### src/rtl/rpu_ibd_seq.sv
// Inbound packet sequencer: owns id_ready, frames flits as SOP/EOP, and flags type/TID/length errors.
// Optional idle timeout inside a packet is enabled by defining NOU_IBD_TIMEOUT_EN.
//
// state  | meaning
// S_IDLE | waiting for a head flit; non-head flits are consumed and flagged
// S_BODY | packet in progress; rem counts flits still expected
module rpu_ibd_seq #(
  parameter int unsigned            TID_W   = 8,
  parameter int unsigned            TYPE_W  = 2,
  parameter int unsigned            FLIT_W  = 12,
  parameter logic [TYPE_W-1:0]      HEAD_T  = 2'd0,
  parameter logic [TYPE_W-1:0]      BODY_T  = 2'd1,
  parameter logic [TYPE_W-1:0]      TAIL_T  = 2'd2,
  parameter int unsigned            TMO_CYC = 1024
) (
  input  logic              clk,
  input  logic              rst_n,
  input  logic              id_valid,
  input  logic [TID_W-1:0]  id_dat_tid,
  input  logic [TYPE_W-1:0] id_dat_type,
  input  logic [FLIT_W-1:0] pkt_flit_num,
  input  logic              buf_ready,
  output logic              id_ready,
  output logic              fwd_vld,
  output logic              fwd_sop,
  output logic              fwd_eop,
  output logic              busy,
  output logic [TID_W-1:0]  cur_tid,
  output logic              pkt_done,
  output logic              err_unexp,
  output logic              err_tid,
  output logic              err_type
);

  typedef enum logic {S_IDLE = 1'b0, S_BODY = 1'b1} state_e;

  localparam logic [FLIT_W-1:0] REM_ONE = FLIT_W'(1);

  state_e              state_q, state_d;
  logic [FLIT_W-1:0]   rem_q, rem_d;
  logic [TID_W-1:0]    cur_tid_q, cur_tid_d;
  logic                pkt_done_q, pkt_done_d;
  logic                err_unexp_q, err_unexp_d;
  logic                err_tid_q, err_tid_d;
  logic                err_type_q, err_type_d;
  logic                xfer;
  logic                is_head;
  logic                is_body;
  logic                is_tail;
  logic                last_flit;
  logic                tmo_exp;

  assign id_ready  = buf_ready;
  assign xfer      = id_valid & buf_ready;
  assign fwd_vld   = xfer;
  assign is_head   = (id_dat_type == HEAD_T);
  assign is_body   = (id_dat_type == BODY_T);
  assign is_tail   = (id_dat_type == TAIL_T);
  assign last_flit = (rem_q <= REM_ONE);

`ifdef NOU_IBD_TIMEOUT_EN
  localparam int unsigned TMO_W = (TMO_CYC > 2) ? $clog2(TMO_CYC) : 1;

  logic [TMO_W-1:0] tmo_q, tmo_d;

  assign tmo_exp = (state_q == S_BODY) && !xfer && (tmo_q == TMO_W'(TMO_CYC - 1));

  always_comb begin
    tmo_d = '0;
    if (state_q == S_BODY && !xfer && !tmo_exp) begin
      tmo_d = tmo_q + TMO_W'(1);
    end
  end

  always_ff @(posedge clk or negedge rst_n) begin
    if (!rst_n) begin
      tmo_q <= '0;
    end else begin
      tmo_q <= tmo_d;
    end
  end
`else
  assign tmo_exp = 1'b0;
`endif

  always_comb begin
    state_d     = state_q;
    rem_d       = rem_q;
    cur_tid_d   = cur_tid_q;
    pkt_done_d  = 1'b0;
    err_unexp_d = 1'b0;
    err_tid_d   = 1'b0;
    err_type_d  = 1'b0;
    fwd_sop     = 1'b0;
    fwd_eop     = 1'b0;

    if (xfer) begin
      if (is_head) begin
        // A head inside a packet abandons it and restarts framing from this flit.
        fwd_sop   = 1'b1;
        cur_tid_d = id_dat_tid;
        if (state_q == S_BODY) begin
          err_type_d = 1'b1;
        end
        if (pkt_flit_num <= REM_ONE) begin
          fwd_eop    = 1'b1;
          pkt_done_d = 1'b1;
          state_d    = S_IDLE;
          rem_d      = '0;
        end else begin
          rem_d   = pkt_flit_num - REM_ONE;
          state_d = S_BODY;
        end
      end else if (state_q == S_IDLE) begin
        err_unexp_d = 1'b1;
      end else begin
        if (id_dat_tid != cur_tid_q) begin
          err_tid_d = 1'b1;
        end
        if (last_flit || is_tail) begin
          // Closes the packet either on length or on an early tail; only a tail on the last slot is clean.
          fwd_eop    = 1'b1;
          pkt_done_d = 1'b1;
          err_type_d = !(is_tail && last_flit);
          state_d    = S_IDLE;
          rem_d      = '0;
        end else begin
          err_type_d = !is_body;
          rem_d      = rem_q - REM_ONE;
        end
      end
    end else if (tmo_exp) begin
      err_type_d = 1'b1;
      state_d    = S_IDLE;
      rem_d      = '0;
    end
  end

  always_ff @(posedge clk or negedge rst_n) begin
    if (!rst_n) begin
      state_q     <= S_IDLE;
      rem_q       <= '0;
      cur_tid_q   <= '0;
      pkt_done_q  <= 1'b0;
      err_unexp_q <= 1'b0;
      err_tid_q   <= 1'b0;
      err_type_q  <= 1'b0;
    end else begin
      state_q     <= state_d;
      rem_q       <= rem_d;
      cur_tid_q   <= cur_tid_d;
      pkt_done_q  <= pkt_done_d;
      err_unexp_q <= err_unexp_d;
      err_tid_q   <= err_tid_d;
      err_type_q  <= err_type_d;
    end
  end

  assign busy      = (state_q == S_BODY);
  assign cur_tid   = cur_tid_q;
  assign pkt_done  = pkt_done_q;
  assign err_unexp = err_unexp_q;
  assign err_tid   = err_tid_q;
  assign err_type  = err_type_q;

endmodule

### config.mk
export PLATFORM = sky130hd
export DESIGN_NAME = rpu_ibd_seq
export DESIGN_NICKNAME = d
export VERILOG_FILES = /design/src/rtl/rpu_ibd_seq.sv
export SDC_FILE = /design/constraint.sdc
export NUM_CORES = 1
export LEC_CHECK = 0
export ABC_AREA = 1
export BUFFER_PORTS_ARGS = -buffer_cell sky130_fd_sc_hd__buf_4
export CAP_MARGIN = 10
export CORE_ASPECT_RATIO = 0.75
export CORE_MARGIN = 3
export CORE_UTILIZATION = 40
export DETAILED_ROUTE_END_ITERATION = 7
export GPL_TIMING_DRIVEN = 0
export PLACE_DENSITY = 0.69
export SLEW_MARGIN = 20
export SYNTH_ARGS = -nofsm -noshare
export SYNTH_HDL_FRONTEND = slang
export SYNTH_SLANG_ARGS = --single-unit
### constraint.sdc
create_clock -name clk -period 3.3 [get_ports clk]
set_clock_uncertainty 0.15 [all_clocks]
set_input_delay 0.165 -clock clk [delete_from_list [all_inputs] [get_ports clk]]
set_output_delay 0.165 -clock clk [all_outputs]
set_load 0.01 [all_outputs]
==> results of run 1 <==
[synthesized netlist by cell type (2+ instances only)]
master      n
buf_6       3
nor3_1      2
o21ai_0     2
xor2_1      6
or2_2       3
dfrtp_1    25
nor2_2      5
o21ai_1     7
nand2_1   109
o21bai_1    2
ha_1        4
nand4_1     4
xnor2_1     7
nor2_4      2
nand3_1    16
nor2_8      2
nand2_2     2
inv_1      28
a21oi_2     3
nor2_1     26
nand2_4     2
[cell families (layout without fill, tap and decap cells)]
logic type | Yosys count | in the layout | synth area share
AO/OA/AOI/OAI | 19 | 19 | 0.0692
XOR/XNOR | 13 | 13 | 0.0599
adder cells (fa/ha/maj) | 4 | 4 | 0.0264
buffers and inverters | 35 | 87 | 0.0870
flip-flops | 25 | 25 | 0.329
AND/OR/NAND/NOR | 177 | 177 | 0.428
[through the flow]
stage,setup WS (ps),utilization
floorplan,1630,-
global placement,1380,0.506
detailed placement,1310,0.506
CTS,1010,0.529
global route,850,0.529
finish,1020,0.529
[path summary, 6_finish.rpt]
path | from | end | slack (ps) | depth (start not counted)
setup / recovery | rem_q[0]$_DFFE_PN0P_ | fwd_eop | 1020 | 9
hold / removal | id_dat_tid[4] | cur_tid[4]$_DFFE_PN0P_ | 10 | 3
setup reg to reg | rem_q[0]$_DFFE_PN0P_ | rem_q[10]$_DFFE_PN0P_ | 1480 | 11
hold reg to reg | busy$_DFFE_PN0P_ | err_unexp$_DFF_PN0_ | 360 | 1
max in group asynchronous | rst_n | err_unexp$_DFF_PN0_ | 2580 | 2
min in group asynchronous | rst_n | cur_tid[1]$_DFFE_PN0P_ | 170 | 2
[report_power, final]
group | leakage [nW] | internal, mW | switching (mW) | total [mW]
sequential | 0.321 | 0.394 | 0.102 | 0.496
clock | 0.0228 | 0.0866 | 0.0981 | 0.185
combinational | 0.925 | 0.262 | 0.366 | 0.628
[state kept, by name, summed over array words and instances, names as in the netlist]
name,flops
err_tid,1
rem_q,12
cur_tid,8
pkt_done,1
err_unexp,1
busy,1
err_type,1
[layer usage]
layer	vias up	track usage	share of wire
met2	31	0.269	0.47
met1	816	0.224	0.48
met5	-	0	0
met4	0	0.0474	0.016
met3	6	0.0276	0.032
li1	948	-	-
[placed cells by master, fill, tap and decap left out, types with 4 or more instances in the layout]
cell type,count
buf_4,43
nand2_1,109
xor2_1,6
ha_1,4
nor2_1,26
nand4_1,4
dfrtp_1,25
dlygate4sd3_1,6
inv_1,28
nor2_2,5
xnor2_1,7
o21ai_1,7
nand3_1,16
[tightest hold or removal path: stages]
cell and delay [ps]:
buf_4 80, inv_1 40, o21ai_1 120
[layout make-up]
cell class	instances	area [sq um]	share of cell area
buffer	4	41.3	0.0173
clock buffer	4	45.0	0.0188
inverter	31	124	0.0518
multi-input combinational	213	1110	0.464
sequential	25	626	0.262
tap	57	71.3	0.0298
timing repair buffer	48	375	0.157
==> results.json, run 1 <==
{
  "status": "finished clean",
  "io_pins": 43,
  "crit_chain": "inv_1, ha_1, nand3_2, nand2_2, nand2_2, nand2_4, nand2_4, nor2_1, buf_4",
  "drt_wl_total_um": 4440,
  "placed_cell_area_sq_um": 2290,
  "synthCells": 273,
  "fp.dieArea_sq_um": 5620,
  "worstPathArrival_ps": 1960,
  "cts_tree": "yes",
  "synth-edff-count": 0,
  "fp.dieW_um": 85.6,
  "via_per_inst": 4.71,
  "syn-num-nets": 303,
  "clockBufferDepth": 2,
  "final_area_sq_um": 2390,
  "nFillCells": 454,
  "drcViolationCount": 0,
  "synth_seq_cells": 25,
  "drv_cap": 0,
  "ctsHoldBuffers": 6,
  "grt_pass1_vias": 1635,
  "finalMaxSlewViolations": 0,
  "hold_slack_ps": 10.7,
  "fmax_mhz": 439,
  "setup_violations": 0,
  "antenna_left": 0,
  "track_usage": 0.164,
  "total_power_mw": 1.31,
  "place.gp.congestion": 0.826,
  "antenna_cells": 0,
  "hold_class": "input port to flip-flop",
  "path_buf_inv": 2,
  "cts_htree_levels": 1,
  "root_buffer": "clkbuf_8",
  "power.density_nw_per_um2": 547,
  "cts_buffers": 3,
  "min_period_ps": 2280,
  "port_buffers": 42,
  "synth.distinct_cells": 34,
  "grt_pass1_wl_um": 7400,
  "syn_avg_cell_area_sq_um": 6.96,
  "fp-row-count": 21,
  "fin_nets": 356,
  "drt_iter0_drc": 163,
  "cts.repair.resized": 0,
  "end_kind": "primary output",
  "cts_setup_buffers": 0,
  "cp_top_family": "simple AND/OR/NAND/NOR gates",
  "synth_top_area_frac": 0.329,
  "slew-limit-headroom": 0.780,
  "synth_top_area_cell": "dfrtp_1",
  "netlist_area_sq_um": 1900,
  "ys_seq_area_frac": 0.329,
  "core_sq_um": 4520,
  "antenna_found_initial": 0,
  "yosys-top-cells-area": "dfrtp_1 (33%), nand2_1 (22%), inv_1 (5.5%), nor2_1 (5.1%), nand3_1 (4.2%)",
  "layoutNonFillerInstCount": 382,
  "crit_path_start_kind": "flip-flop",
  "wire_per_inst_um": 11.6,
  "fin_crit_sh": 0.691,
  "crit_required_ps": 2980,
  "leakagePower_nw": 1.27,
  "worst_slew_pin_slew_ps": 331,
  "start_util": 0.420,
  "placedCellCount": 372,
  "syn_to_final_growth_pct": 25.9,
  "vdd_drop_max_mv": 0.252,
  "crit_fanout": 7,
  "layout-drive-gt1-share": 0.234,
  "vias": 1801,
  "clock_latency_ps": 270,
  "slowest_delay_ps": 420,
  "ys.flop_type": "dfrtp_1",
  "cts_sinks": 25,
  "ys_warn_count": 0,
  "finalHoldViolCount": 0,
  "grt_max_degree": 26,
  "dr.pass1.iters": 4,
  "async_flop_share": 1.00,
  "tns_ps": 0,
  "post-dp-hpwl_um": 3430,
  "rsz0062_at_grt": "no",
  "path_clk_slew_ps": 90,
  "overflow": 0,
  "chipHeight_um": 65.7,
  "slowest_stage": "dfrtp_1",
  "critical_path_class": "flip-flop to primary output"
}
Power figures use the tool's default switching activity.
==> run 2, diff against run 1 <==
--- a/config.mk
+++ b/config.mk
@@ -5,7 +5,7 @@
 export SDC_FILE = /design/constraint.sdc
 export NUM_CORES = 1
 export LEC_CHECK = 0
-export ABC_AREA = 1
+export ABC_AREA = 0
 export BUFFER_PORTS_ARGS = -buffer_cell sky130_fd_sc_hd__buf_4
 export CAP_MARGIN = 10
 export CORE_ASPECT_RATIO = 0.75
@@ -13,7 +13,7 @@
 export CORE_UTILIZATION = 40
 export DETAILED_ROUTE_END_ITERATION = 7
 export GPL_TIMING_DRIVEN = 0
-export PLACE_DENSITY = 0.69
+export PLACE_DENSITY = 0.72
 export SLEW_MARGIN = 20
 export SYNTH_ARGS = -nofsm -noshare
 export SYNTH_HDL_FRONTEND = slang
==> constraint.sdc (replaced) <==
create_clock -name clk -period 1.85 [get_ports clk]
set_clock_uncertainty 0.15 [all_clocks]
set_input_delay 0.0925 -clock clk [delete_from_list [all_inputs] [get_ports clk]]
set_output_delay 0.0925 -clock clk [all_outputs]
set_load 0.01 [all_outputs]
==> results.json, run 2 <==
{
  "min_period_ps": 2120,
  "overflow": 0,
  "dr.pass1.iters": 5,
  "drt_wl_total_um": 5300,
  "crit_fanout": 2,
  "slowest_delay_ps": 420,
  "critical_path_class": "flip-flop to primary output",
  "synth_common_cells": "nand2_1 (37), dfrtp_1 (25), inv_1 (10), nor2_1 (10)",
  "crit_path_start_kind": "flip-flop",
  "post-dp-hpwl_um": 3570,
  "final_area_sq_um": 2530,
  "synth.distinct_cells": 50,
  "failed_checks": "negative setup slack",
  "grt_max_degree": 26,
  "synth_top_area_cell": "dfrtp_1",
  "final_common_cell": "buf_4",
  "place_ws_ps": -493,
  "yosysMostFrequentCell": "nand2_1",
  "cp_top_family": "simple AND/OR/NAND/NOR gates",
  "whs_endpoint": "rem_q[6]$_DFFE_PN0P_",
  "nFillCells": 326,
  "hold_start": "pkt_flit_num[6]",
  "finalHoldViolCount": 0,
  "hold_class": "input port to flip-flop",
  "synth-edff-count": 0,
  "setup_violations": 10,
  "port_buffers": 42,
  "drv_cap": 0,
  "finalMaxSlewViolations": 0,
  "syn_to_final_growth_pct": 49.9,
  "end_kind": "primary output",
  "cts_htree_levels": 1,
  "largest-register": "rem_q",
  "clock_latency_ps": 280,
  "fp.dieW_um": 81.0,
  "vias": 1885,
  "place.gp.congestion": 0.921,
  "syn_avg_cell_area_sq_um": 8.40,
  "vdd_drop_max_mv": 0.592,
  "fp.dieArea_sq_um": 5050,
  "synth_compound_area_frac": 0.202,
  "chipHeight_um": 62.3,
  "async_flop_share": 1.00,
  "layoutNonFillerInstCount": 327,
  "synth_seq_cells": 25,
  "clockBufferDepth": 2,
  "synth-simple-area-share": 0.279,
  "track_usage": 0.215,
  "reg2reg_to": "err_type$_DFF_PN0_",
  "antenna_left": 0,
  "ys.flop_type": "dfrtp_1",
  "synth_top_area_frac": 0.370,
  "mostFrequentLayoutCells": "buf_4 (58), nand2_1 (36), dfrtp_1 (22), dlygate4sd3_1 (11)",
  "fin_nets": 306,
  "grt_pass1_wl_um": 8630,
  "io_pins": 43,
  "status": "finished, violations left",
  "layout_setup_ws_ps": -268,
  "worst_slew_pin_slew_ps": 555,
  "worstPathArrival_ps": 1880,
  "power.density_nw_per_um2": 745,
  "total_power_mw": 1.89,
  "layout-drive-gt1-share": 0.342,
  "path_buf_inv": 2,
  "cts_buffers": 3,
  "worst-path-stages": 5,
  "fin_crit_sh": 1.14,
  "ys_seq_area_frac": 0.370,
  "drt_iter0_drc": 213,
  "fmax_mhz": 472,
  "rsz0062_at_grt": "yes",
  "synthCells": 201,
  "netlist_area_sq_um": 1690,
  "slowest_stage": "dfrtp_1",
  "path_clk_slew_ps": 90,
  "placedCellCount": 295,
  "grt_pass1_vias": 1764,
  "reg2reg_setup_slack_ps": -180,
  "synthAdderAreaFrac": 0.0296,
  "crit_chain": "nor4_4, nand4_1, clkbuf_8, a221oi_4, buf_4",
  "fp-row-count": 19,
  "crit_required_ps": 1610,
  "drcViolationCount": 0,
  "syn-num-nets": 231,
  "synth_top_family_by_area": "simple AND/OR/NAND/NOR gates",
  "cts_tree": "yes",
  "fin_util": 0.658,
  "yosys-top-cells-area": "dfrtp_1 (37%), nand2_1 (8.2%), xor2_1 (4.7%), o211ai_1 (4.0%), ha_1 (3.0%)",
  "ys_warn_count": 0,
  "slew-limit-headroom": 0.629,
  "root_buffer": "clkbuf_8",
  "r2r-start": "rem_q[11]$_DFFE_PN0P_",
  "synth_mux_area_frac": 0.0119,
  "via_per_inst": 5.76,
  "wire_per_inst_um": 16.2,
  "start_util": 0.439,
  "placed_cell_area_sq_um": 2080,
  "antenna_cells": 0,
  "core_sq_um": 3850,
  "antenna_found_initial": 0,
  "largest_reg_flops": 12,
  "cts_sinks": 25,
  "synth_xor_area_frac": 0.0622,
  "leakagePower_nw": 1.12,
  "hold_path_depth": 3,
  "worstRegToRegCells": 8
}
-- run 2: cell types whose count changed after synthesis, sizes merged, moves of 6 or more --
cell    previous run  this run
nor3               2         8
nand2            114        37
clkbuf             0         6
inv               31        10
o211ai             0         9
nor4               0         6
nand3             17         5
nor2              35        10
-- run 2: where the power goes --
group / internal (mW) / leakage [nW] / total, mW / switching, mW
combinational: 0.389 / 0.791 / 0.745 / 0.356
sequential: 0.650 / 0.301 / 0.809 / 0.159
clock: 0.151 / 0.0255 / 0.334 / 0.182
total: 1.19 / 1.12 / 1.89 / 0.698
-- run 2: worst register-to-register path, delay by kind of cell (launching register included) --
family                 cells  cell delay [ps]
AO/OA/AOI/OAI              2              220
AND/OR/NAND/NOR            2              550
buffers and inverters      4              580
flip-flops                 1              420
-- run 2: metal layers --
layer  track usage  routed length (um)
met1         0.319                2290
met2         0.316                2360
met3        0.0636                 525
met4        0.0232                 128
met5             0                   0
-- run 2: worst max-delay path by stage --
stage	from	endpoint
2_1_floorplan	rem_q[4]$_DFFE_PN0P_	pkt_done$_DFF_PN0_
3_3_place_gp	rem_q[4]$_DFFE_PN0P_	fwd_eop
3_5_place_dp	rem_q[4]$_DFFE_PN0P_	fwd_eop
4_1_cts	rem_q[4]$_DFFE_PN0P_	fwd_eop
5_1_grt	rem_q[5]$_DFFE_PN0P_	fwd_eop
6_report	rem_q[11]$_DFFE_PN0P_	fwd_eop
-- run 2: metrics by stage --
step	setup TNS, ps	hold slack, ps
final	-1430	18.1
after global routing	-2320	21.6
after CTS	-875	6.83
after detailed placement	-3750	-132
after global placement	-2560	-133
after floorplan	-7.20	-353
-- run 2: cell families (layout without fill, tap and decap cells) --
group,after synthesis,count (layout)
multiplexers,2,2
adder cells (fa/ha/maj),4,4
flip-flops,25,25
XOR/XNOR,12,12
AND/OR/NAND/NOR,91,91
AO/OA/AOI/OAI,48,48
buffers and inverters,19,93
-- run 2: cell type report --
type,count,area (sq um),area share
multi-input combinational,157,1130,0.445
clock buffer,3,41.3,0.0163
buffer,7,43.8,0.0173
tap,52,65.1,0.0257
inverter,10,37.5,0.0148
clock inverter,1,5.00,0.00198
timing repair buffer,72,583,0.230
sequential,25,629,0.249
-- run 2: timing repair --
item	in CTS	in global routing
pin swaps	5	11
buffers inserted	12	8
resized for setup	19	19
cloned	0	0
hold endpoints to repair	35	0
hold buffers	11	0
endpoints found under the setup margin	15	15
